[config.mk]
export PLATFORM = sky130hd
export DESIGN_NAME = sound_sequencer
export DESIGN_NICKNAME = d
export VERILOG_FILES = /design/src/rtl/sound_sequencer.sv
export SDC_FILE = /design/constraint.sdc
export NUM_CORES = 1
export LEC_CHECK = 0
export ABC_AREA = 0
export CAP_MARGIN = 20
export CORE_MARGIN = 2
export CORE_UTILIZATION = 28
export CTS_BUF_LIST = sky130_fd_sc_hd__clkbuf_4 sky130_fd_sc_hd__clkbuf_8 sky130_fd_sc_hd__clkbuf_16
export DETAILED_ROUTE_END_ITERATION = 8
export DONT_BUFFER_PORTS = 1
export GPL_TIMING_DRIVEN = 0
export PLACE_DENSITY = 0.41
export SYNTH_ARGS = -nofsm -noshare
export SYNTH_HDL_FRONTEND = slang
export SYNTH_SLANG_ARGS = --single-unit
[constraint.sdc]
create_clock -name clk -period 3.6 [get_ports clk]
set_clock_uncertainty 0.05 [all_clocks]
set_input_delay 0.54 -clock clk [delete_from_list [all_inputs] [get_ports clk]]
set_output_delay 0.54 -clock clk [all_outputs]
set_load 0.02 [all_outputs]
[src/rtl/sound_sequencer.sv]
`default_nettype none
// ============================================================================
// Module   : sound_sequencer
// Purpose  : Turns a one-cycle play_sound / sound_code request into a short
//            melody of square-wave notes separated by silent gaps, driving a
//            mono PWM audio pin and an amplifier enable. A new request always
//            preempts the melody in progress.
// Ports    : clk        - system clock
//            rstn       - asynchronous active-low reset
//            sound_code - melody selector, valid while play_sound is high
//            play_sound - one-cycle request pulse
//            audio_pwm  - square-wave audio output (registered)
//            audio_sd   - amplifier enable, high during notes and gaps
//            busy       - high while a melody is in progress
// Revision : 1.0 - initial release
// ============================================================================
module sound_sequencer #(
  parameter int CLK_HZ = 100_000_000,
  parameter int GAP_MS = 10
) (
  input  logic       clk,
  input  logic       rstn,
  input  logic [2:0] sound_code,
  input  logic       play_sound,
  output logic       audio_pwm,
  output logic       audio_sd,
  output logic       busy
);

  // Half-period in cycles for a given tone, never below one cycle.
  function automatic int half_of(input int clk_hz, input int freq_hz);
    int h;
    h = clk_hz / (2 * freq_hz);
    return (h < 1) ? 1 : h;
  endfunction

  localparam int MS     = CLK_HZ / 1000;
  // Duration counter is shared by notes and gaps, so size it for the longer.
  localparam int MAX_MS = (GAP_MS > 240) ? GAP_MS : 240;
  localparam int DUR_W  = $clog2(MAX_MS * MS + 1);
  // 220 Hz is the lowest tone, hence the longest half period.
  localparam int HALF_W = $clog2(half_of(CLK_HZ, 220) + 1);

  localparam logic [HALF_W-1:0] H_220  = HALF_W'(half_of(CLK_HZ, 220));
  localparam logic [HALF_W-1:0] H_523  = HALF_W'(half_of(CLK_HZ, 523));
  localparam logic [HALF_W-1:0] H_659  = HALF_W'(half_of(CLK_HZ, 659));
  localparam logic [HALF_W-1:0] H_784  = HALF_W'(half_of(CLK_HZ, 784));
  localparam logic [HALF_W-1:0] H_1047 = HALF_W'(half_of(CLK_HZ, 1047));
  localparam logic [HALF_W-1:0] H_1319 = HALF_W'(half_of(CLK_HZ, 1319));

  localparam logic [DUR_W-1:0] D_40    = DUR_W'(40 * MS);
  localparam logic [DUR_W-1:0] D_50    = DUR_W'(50 * MS);
  localparam logic [DUR_W-1:0] D_60    = DUR_W'(60 * MS);
  localparam logic [DUR_W-1:0] D_120   = DUR_W'(120 * MS);
  localparam logic [DUR_W-1:0] D_150   = DUR_W'(150 * MS);
  localparam logic [DUR_W-1:0] D_240   = DUR_W'(240 * MS);
  localparam logic [DUR_W-1:0] GAP_CYC = DUR_W'(GAP_MS * MS);

  typedef enum logic [1:0] {
    IDLE = 2'd0,
    TONE = 2'd1,
    GAP  = 2'd2
  } state_t;

  state_t              state_q, state_d;
  logic [2:0]          code_q, code_d;
  logic [1:0]          idx_q, idx_d;
  logic [HALF_W-1:0]   half_cnt_q, half_cnt_d;
  logic [DUR_W-1:0]    dur_cnt_q, dur_cnt_d;
  logic                pwm_q, pwm_d;
  logic                sd_q, sd_d;
  logic                busy_q, busy_d;

  logic [HALF_W-1:0]   cur_half;
  logic [DUR_W-1:0]    cur_dur;
  logic                cur_last;
  logic                code_valid;

  assign code_valid = (sound_code != 3'd0) && (sound_code <= 3'd4);

  // Melody ROM: half period, length and last-note flag for the current note.
  always_comb begin
    cur_half = H_1319;
    cur_dur  = D_50;
    cur_last = 1'b1;
    case ({code_q, idx_q})
      5'b001_00: begin cur_half = H_1319; cur_dur = D_50;  cur_last = 1'b1; end
      5'b010_00: begin cur_half = H_784;  cur_dur = D_40;  cur_last = 1'b0; end
      5'b010_01: begin cur_half = H_1047; cur_dur = D_60;  cur_last = 1'b1; end
      5'b011_00: begin cur_half = H_523;  cur_dur = D_120; cur_last = 1'b0; end
      5'b011_01: begin cur_half = H_659;  cur_dur = D_120; cur_last = 1'b0; end
      5'b011_10: begin cur_half = H_784;  cur_dur = D_120; cur_last = 1'b0; end
      5'b011_11: begin cur_half = H_1047; cur_dur = D_240; cur_last = 1'b1; end
      5'b100_00: begin cur_half = H_220;  cur_dur = D_150; cur_last = 1'b1; end
      default:   begin end
    endcase
  end

  always_comb begin
    state_d    = state_q;
    code_d     = code_q;
    idx_d      = idx_q;
    half_cnt_d = half_cnt_q;
    dur_cnt_d  = dur_cnt_q;
    pwm_d      = pwm_q;
    sd_d       = sd_q;
    busy_d     = busy_q;

    if (play_sound) begin
      // Any request discards the current melody; silent codes simply stop.
      half_cnt_d = '0;
      dur_cnt_d  = '0;
      idx_d      = 2'd0;
      pwm_d      = 1'b0;
      if (code_valid) begin
        state_d = TONE;
        code_d  = sound_code;
        sd_d    = 1'b1;
        busy_d  = 1'b1;
      end else begin
        state_d = IDLE;
        sd_d    = 1'b0;
        busy_d  = 1'b0;
      end
    end else begin
      case (state_q)
        TONE: begin
          if (dur_cnt_q == cur_dur - DUR_W'(1)) begin
            half_cnt_d = '0;
            dur_cnt_d  = '0;
            pwm_d      = 1'b0;
            if (cur_last) begin
              state_d = IDLE;
              sd_d    = 1'b0;
              busy_d  = 1'b0;
            end else begin
              state_d = GAP;
            end
          end else begin
            dur_cnt_d = dur_cnt_q + DUR_W'(1);
            if (half_cnt_q == cur_half - HALF_W'(1)) begin
              half_cnt_d = '0;
              pwm_d      = ~pwm_q;
            end else begin
              half_cnt_d = half_cnt_q + HALF_W'(1);
            end
          end
        end
        GAP: begin
          pwm_d = 1'b0;
          if (dur_cnt_q == GAP_CYC - DUR_W'(1)) begin
            state_d    = TONE;
            idx_d      = idx_q + 2'd1;
            dur_cnt_d  = '0;
            half_cnt_d = '0;
          end else begin
            dur_cnt_d = dur_cnt_q + DUR_W'(1);
          end
        end
        default: begin
          state_d    = IDLE;
          half_cnt_d = '0;
          dur_cnt_d  = '0;
          pwm_d      = 1'b0;
          sd_d       = 1'b0;
          busy_d     = 1'b0;
        end
      endcase
    end
  end

  always_ff @(posedge clk or negedge rstn) begin
    if (!rstn) begin
      state_q    <= IDLE;
      code_q     <= 3'd0;
      idx_q      <= 2'd0;
      half_cnt_q <= '0;
      dur_cnt_q  <= '0;
      pwm_q      <= 1'b0;
      sd_q       <= 1'b0;
      busy_q     <= 1'b0;
    end else begin
      state_q    <= state_d;
      code_q     <= code_d;
      idx_q      <= idx_d;
      half_cnt_q <= half_cnt_d;
      dur_cnt_q  <= dur_cnt_d;
      pwm_q      <= pwm_d;
      sd_q       <= sd_d;
      busy_q     <= busy_d;
    end
  end

  assign audio_pwm = pwm_q;
  assign audio_sd  = sd_q;
  assign busy      = busy_q;

endmodule
`default_nettype wire

# Yosys cells after proc, flatten, opt, wreduce, memory -nomap -nowiden
# Cells that the tools add are included.
[word_totals] ff_bits=52 inputBits=6 out_inout_bits=3 word_cells=72
[classes] add_sub_neg=5 magnitude_cmp=1 n_eq_ne=17 n_mux=29 bitwise=1 reduce_logical=12
[ops] cell="case mux 25 bit (5 select lines)" n=1
[ops] cell="case mux 18 bit (5 select lines)" n=1
[ops] cell="two-way mux 25 bit" n=3
[ops] cell="two-way mux 18 bit" n=4
[ops] cell="case mux 25 bit (2 select lines)" n=1
[ops] cell="case mux 18 bit (2 select lines)" n=1
[ops] cell="equality test 5 x 4 -> 1 bit (second input constant)" n=6
[ops] cell="adder 25 x 1 -> 25 bit (second input constant)" n=1
[ops] cell="equality test 25 x 20 -> 1 bit (second input constant)" n=1
[ops] cell="equality test 25 bit" n=1
[ops] cell="subtractor 25 x 1 -> 25 bit (second input constant)" n=1
[ops] cell="adder 18 x 1 -> 18 bit (second input constant)" n=1
[ops] cell="equality test 18 bit" n=1
[ops] cell="subtractor 18 x 1 -> 18 bit (second input constant)" n=1
[ops] cell="two-way mux 2 bit" n=7
[ops] cell="two-way mux 1 bit" n=9
[ops] cell="!= test 3 bit (second input constant)" n=3
[ops] cell="AND reduction 2 bit" n=3
[ops] cell="equality test 5 bit (second input constant)" n=1
[ops] cell="!= test 4 bit (second input constant)" n=1
[ops] cell="case mux 2 bit (2 select lines)" n=1
[ops] cell="nonzero test 2 bit" n=2
[ops] cell="OR reduction 2 bit" n=2
[ops] cell="OR reduction 4 bit" n=1
[ops] cell="11 further kinds" n=11

# Longest topological paths before layout
[logic_depth] word_depth=9 depth_mapped=19 ltp_nobuf=15

# Worst setup path before layout
# Ideal clock, no wire load.
[synth_timing] kind="register to register" startpoint="reg idx_q[0]" endpoint="reg half_cnt_q[14]" setup_ps=119 arrival_time_ps=3597 t_required_ps=3431 slack_ps=-166 path_stages_with_launch=19 n_path_buf=3 synth_period_minus_slack_ps=3766 cell_sequence="dfrtp_1 -> inv_1 -> ha_1 -> buf_4 -> nand4bb_1 -> buf_2 -> o21ai_0 -> nor2_1 -> nor2_1 -> ha_1 -> xnor2_1 -> nor3_1 -> o221ai_1 -> nand4b_1 -> a2111o_1 -> or2_4 -> a31oi_4 -> buf_6 -> nor2_1"
[synth_between] elab_chain_cells=9 elab_cells_between_ends=20 classes_between="2 x add/sub; 9 x eq/ne; 6 x mux; 3 x reduce/logical"
[synth_rtl] element="start, declared" line="67" rtl="logic [1:0] idx_q, idx_d;"
[synth_rtl] element="start signal, assigned" line="185" rtl="idx_q <= idx_d;"
[synth_rtl] element="equality test 5 x 4 -> 1 bit" line="86" rtl="case ({code_q, idx_q})"
[synth_rtl] element="OR reduction 2 bit (no line)"
[synth_rtl] element="case mux 18 bit (5 select lines)" line="86"
[synth_rtl] element="subtractor 18 x 1 -> 18 bit" line="141" rtl="if (half_cnt_q == cur_half - HALF_W'(1)) begin"
[synth_rtl] element="equality test 18 bit" line="141"
[synth_rtl] element="two-way mux 18 bit" line="141"
[synth_rtl] element="two-way mux 18 bit *" line="128" rtl="if (dur_cnt_q == cur_dur - DUR_W'(1)) begin"
[synth_rtl] element="case mux 18 bit (2 select lines) *" line="126" rtl="case (state_q)"
[synth_rtl] element="two-way mux 18 bit *" line="109" rtl="if (play_sound) begin"
[synth_rtl] element="end signal, assigned" line="186" rtl="half_cnt_q <= half_cnt_d;"
[synth_rtl] element="end, declared" line="68" rtl="logic [HALF_W-1:0] half_cnt_q, half_cnt_d;"
# Every way passes the cells marked *; elsewhere a longest branch is shown, timed or not.
# A chain may end at the register's enable or synchronous reset.

# Final worst setup path
[layout_timing] startpoint="reg idx_q[1]" endpoint="reg dur_cnt_q[20]"
[layout_between] elab_chain_cells=8 elab_cells_between_ends=14 classes_between="1 x add/sub; 8 x eq/ne; 4 x mux; 1 x reduce/logical"
[layout_rtl] element="equality test 5 x 4 -> 1 bit" line="86"
[layout_rtl] element="OR reduction 3 bit (no line)"
[layout_rtl] element="case mux 25 bit (5 select lines) *" line="86"
[layout_rtl] element="subtractor 25 x 1 -> 25 bit *" line="128"
[layout_rtl] element="equality test 25 bit *" line="128"
[layout_rtl] element="two-way mux 25 bit *" line="128"
[layout_rtl] element="case mux 25 bit (2 select lines) *" line="126"
[layout_rtl] element="two-way mux 25 bit *" line="109"
[layout_rtl] element="net dur_cnt_d[20]" line="69" rtl="logic [DUR_W-1:0] dur_cnt_q, dur_cnt_d;"
[layout_rtl] element="end signal, assigned" line="187" rtl="dur_cnt_q <= dur_cnt_d;"
[layout_rtl] element="end, declared" line="69"
# Mark *: on every way through the listed nets, which the timed path passes. The rest lies on a longest branch.

==> results.md <==
- Die Y: 118 um
- Via count: 3168
- CP cell instances: buf_6 > ha_4 > mux2_4 > o21a_4 > nor2_4 > nor2_1 > ha_1 > xnor2_1 > nor3_2 > o221ai_2 > nand4b_1 > a2111o_1 > buf_6 > o21ai_4 > or2_1 > buf_6 > clkbuf_16 > nor2_1
- DRC: 0
- CP bufs+invs: 4
- Die Area: 14000 um2
- Tcrit/Tclk final: 103%
- Syn avg cell area: 8.54 um2
- Fin crit period: 3710 ps
- Status: complete, but fails checks
- Final WL: 10.0 mm
- Synth Instances: 429
- Post-synth EDFFs: 0
- CTS max path bufs: 2
- Hold Crit Class: in -> async
- Crit path kind: reg -> reg
- Critical Path End Type: flip-flop
- Synthesized Nets: 445
- I/O Buffers: 0
- Slew Limit Fails: 0
- Power, Total: 1.43 mW
- YS warnings: 0
- Post-layout net count: 476
- Tightest Pin Transition: 1030 ps
- Largest net degree at the start of global routing: 53
- FF-to-FF path depth: 18
- Seq cells post-synth: 52
- Reg2reg end: dur_cnt_q[20]
- Top Family by Delay on Critical Path: compound AO/OA/AOI/OAI gates
- Critical path launch point type: flip-flop
- Num CTS Buffers: 5
- Fin Setup TNS: -3000 ps
- Power share of the combinational group: 23.4%
- Max FO, Critical Path: 8
- H-tree levels: 2
- Worst setup margin: -110 ps
- Fraction of layout cells with a size suffix above 1: 16.5%
- CTS tree: done
- Req. time, crit path: 3740 ps
- Fraction of registers with async set/reset: 100%
- Failing checks: setup timing
- Core Area: 12700 um2
- Inserted Diodes: 0
- Max Cap Viol: 0
- Initial antenna violation count: 0
- Layout area overhead: 20.8%
- Max-slew headroom: 31.1%
- Num rows: 41
- Vias in the first global route: 3010
- Most frequent CP cell: buf_6
- Routed len/inst: 15.8 um
- Area occupied by registers: 1300 um2
- Seq/Total Area, Yosys: 35.5%
- Synth cell types: 66
- Multi-input gate area: 2290 um2
- Top cells by count, synth: nor2_1, dfrtp_1, nand2_1, xnor2_1, xor2_1
- Pre-CTS setup slack: -932 ps
- Clock Sinks: 52
- P_sw: 0.435 mW
- Cell with the most instances after synthesis: nor2_1
- Worst path arrival time: 3850 ps
- Clock slew seen by the registers of the worst setup and hold paths: 80 ps
- Clock power share: 34.4%
- Fillers: 1385
- Final Core Density: 34.8%
- Register-to-Register Setup Slack: -110 ps
- Post-Synthesis Cell Area: 3660 um2
- Reg power frac: 42.2%
- IO Pins: 9
- Final hold violations: 0
- Post-DRT Antenna Nets: 0
- Worst r2r src: idx_q[1]
- Pwr Density: 323 nW/um2
- Vias per cell: 5.00
- Largest cells by area after synthesis: dfrtp_1, nor2_1, xnor2_1
- GPL Wtd Cong: 0.797
- Achievable Freq: 270 MHz
- Root Driver: clkbuf_16
- Worst-Skew Late Latency: 300 ps
- HPWL after DPL: 7.25 mm
- Synth area leader: dfrtp_1
- Internal power: 0.996 mW
- GRT Resource Usage Total: 14.6%
- Starting density of the core: 28.8%
- Slowest-stage cell, CP: a2111o_1
- Initial drt markers: 143
- IR Drop Worst-Case VDD: 147 uV
- 1st-pass router iterations: 4
- Max incr delay on CP: 470 ps
- Synth Flop Type: dfrtp_1
- Sw Share: 30.4%
- Grt ovf: 0
- Leak pwr: 1.69 nW
- RSZ-0062 raised after global routing: true
- Die extent in x: 118 um
- Yosys top cell area share: 35.5%
- Endpoints failing setup: 36
- First-pass GRT wire length: 16.3 mm
sequential cells by signal, summed over array words and instances, names as in the netlist:
name	count
half_cnt_q	18
code_q	3
idx_q	2
state_q	2
audio_pwm	1
dur_cnt_q	25
busy	1
worst max-delay path by stage:
stage                          end  cells after the start      from
floorplan           half_cnt_q[14]                     18  idx_q[0]
global placement     dur_cnt_q[22]                     19  idx_q[0]
detailed placement   dur_cnt_q[12]                     19  idx_q[0]
CTS                 half_cnt_q[12]                     16  idx_q[1]
global route         dur_cnt_q[14]                     18  idx_q[1]
finish               dur_cnt_q[20]                     18  idx_q[1]
layer usage:
layer / wire (um) / vias up / track usage (%)
li1: - / 1577 / -
met1: 5080 / 1555 / 20.9
met2: 4650 / 31 / 23.6
met3: 221 / 5 / 2.17
met4: 51 / 0 / 2.46
met5: 0 / - / 0
worst register-to-register path, cell delays in order (launching register included):
cell and delay (ps):
dfrtp_2 440, buf_6 130, ha_4 140, mux2_4 260, o21a_4 240, nor2_4 100, nor2_1 50, ha_1 320
xnor2_1 140, nor3_2 150, o221ai_2 120, nand4b_1 200, a2111o_1 470, buf_6 160, o21ai_4 150, or2_1 140
buf_6 150, clkbuf_16 150, nor2_1 40
stage by stage:
stage	hold slack [ps]	cells	instance area, um2
finish	43.4	633	4430
floorplan	194	429	3670
detailed placement	199	601	3890
global route	52.8	633	4430
CTS	53.9	625	4310
global placement	199	601	3890
cells in the final DEF, fill, tap and decap left out, types with 10 or more instances in the layout:
cell / count
nor2_1: 67
dfrtp_1: 51
nand2_1: 30
xnor2_1: 26
xor2_1: 25
nand3_1: 19
inv_1: 18
nor3_1: 16
buf_4: 16
nand4_1: 14
o21ai_0: 12
buf_6: 11
and3_1: 10
a21oi_1: 10
power by group through the flow:
stage / sequential, mW / combinational [mW] / clock (mW)
floorplan: 0.611 / 0.211 / 0
global placement: 0.614 / 0.274 / 0
detailed placement: 0.615 / 0.272 / 0
CTS: 0.604 / 0.330 / 0.515
global route: 0.605 / 0.367 / 0.544
finish: 0.604 / 0.335 / 0.493
final cells by class:
cell class	instances	share of cell area, %
flip-flops and latches	52	29.4
clock buffers	5	2.83
multi-input cells	337	51.8
clock inverters	3	0.537
plain buffers	20	3.39
repair buffers	24	5.51
well taps	172	4.86
inverters	20	1.70
kinds of logic after synthesis:
logic type / synth area share [%]
AO/OA/AOI/OAI: 12.6
XOR/XNOR: 12.2
adder cells (fa/ha/maj): 3.41
buffers and inverters: 5.46
flip-flops: 35.5
multiplexers: 2.36
AND/OR/NAND/NOR: 28.4
timing repair:
item,in CTS,in global routing
hold buffers,1,0
gates resized for setup,37,10
gates cloned,2,1
buffers inserted,13,7
pin swaps,21,10
setup endpoints to repair,47,45
endpoints found under the hold margin,52,0
Note: power is estimated with default switching activity, not from simulation.
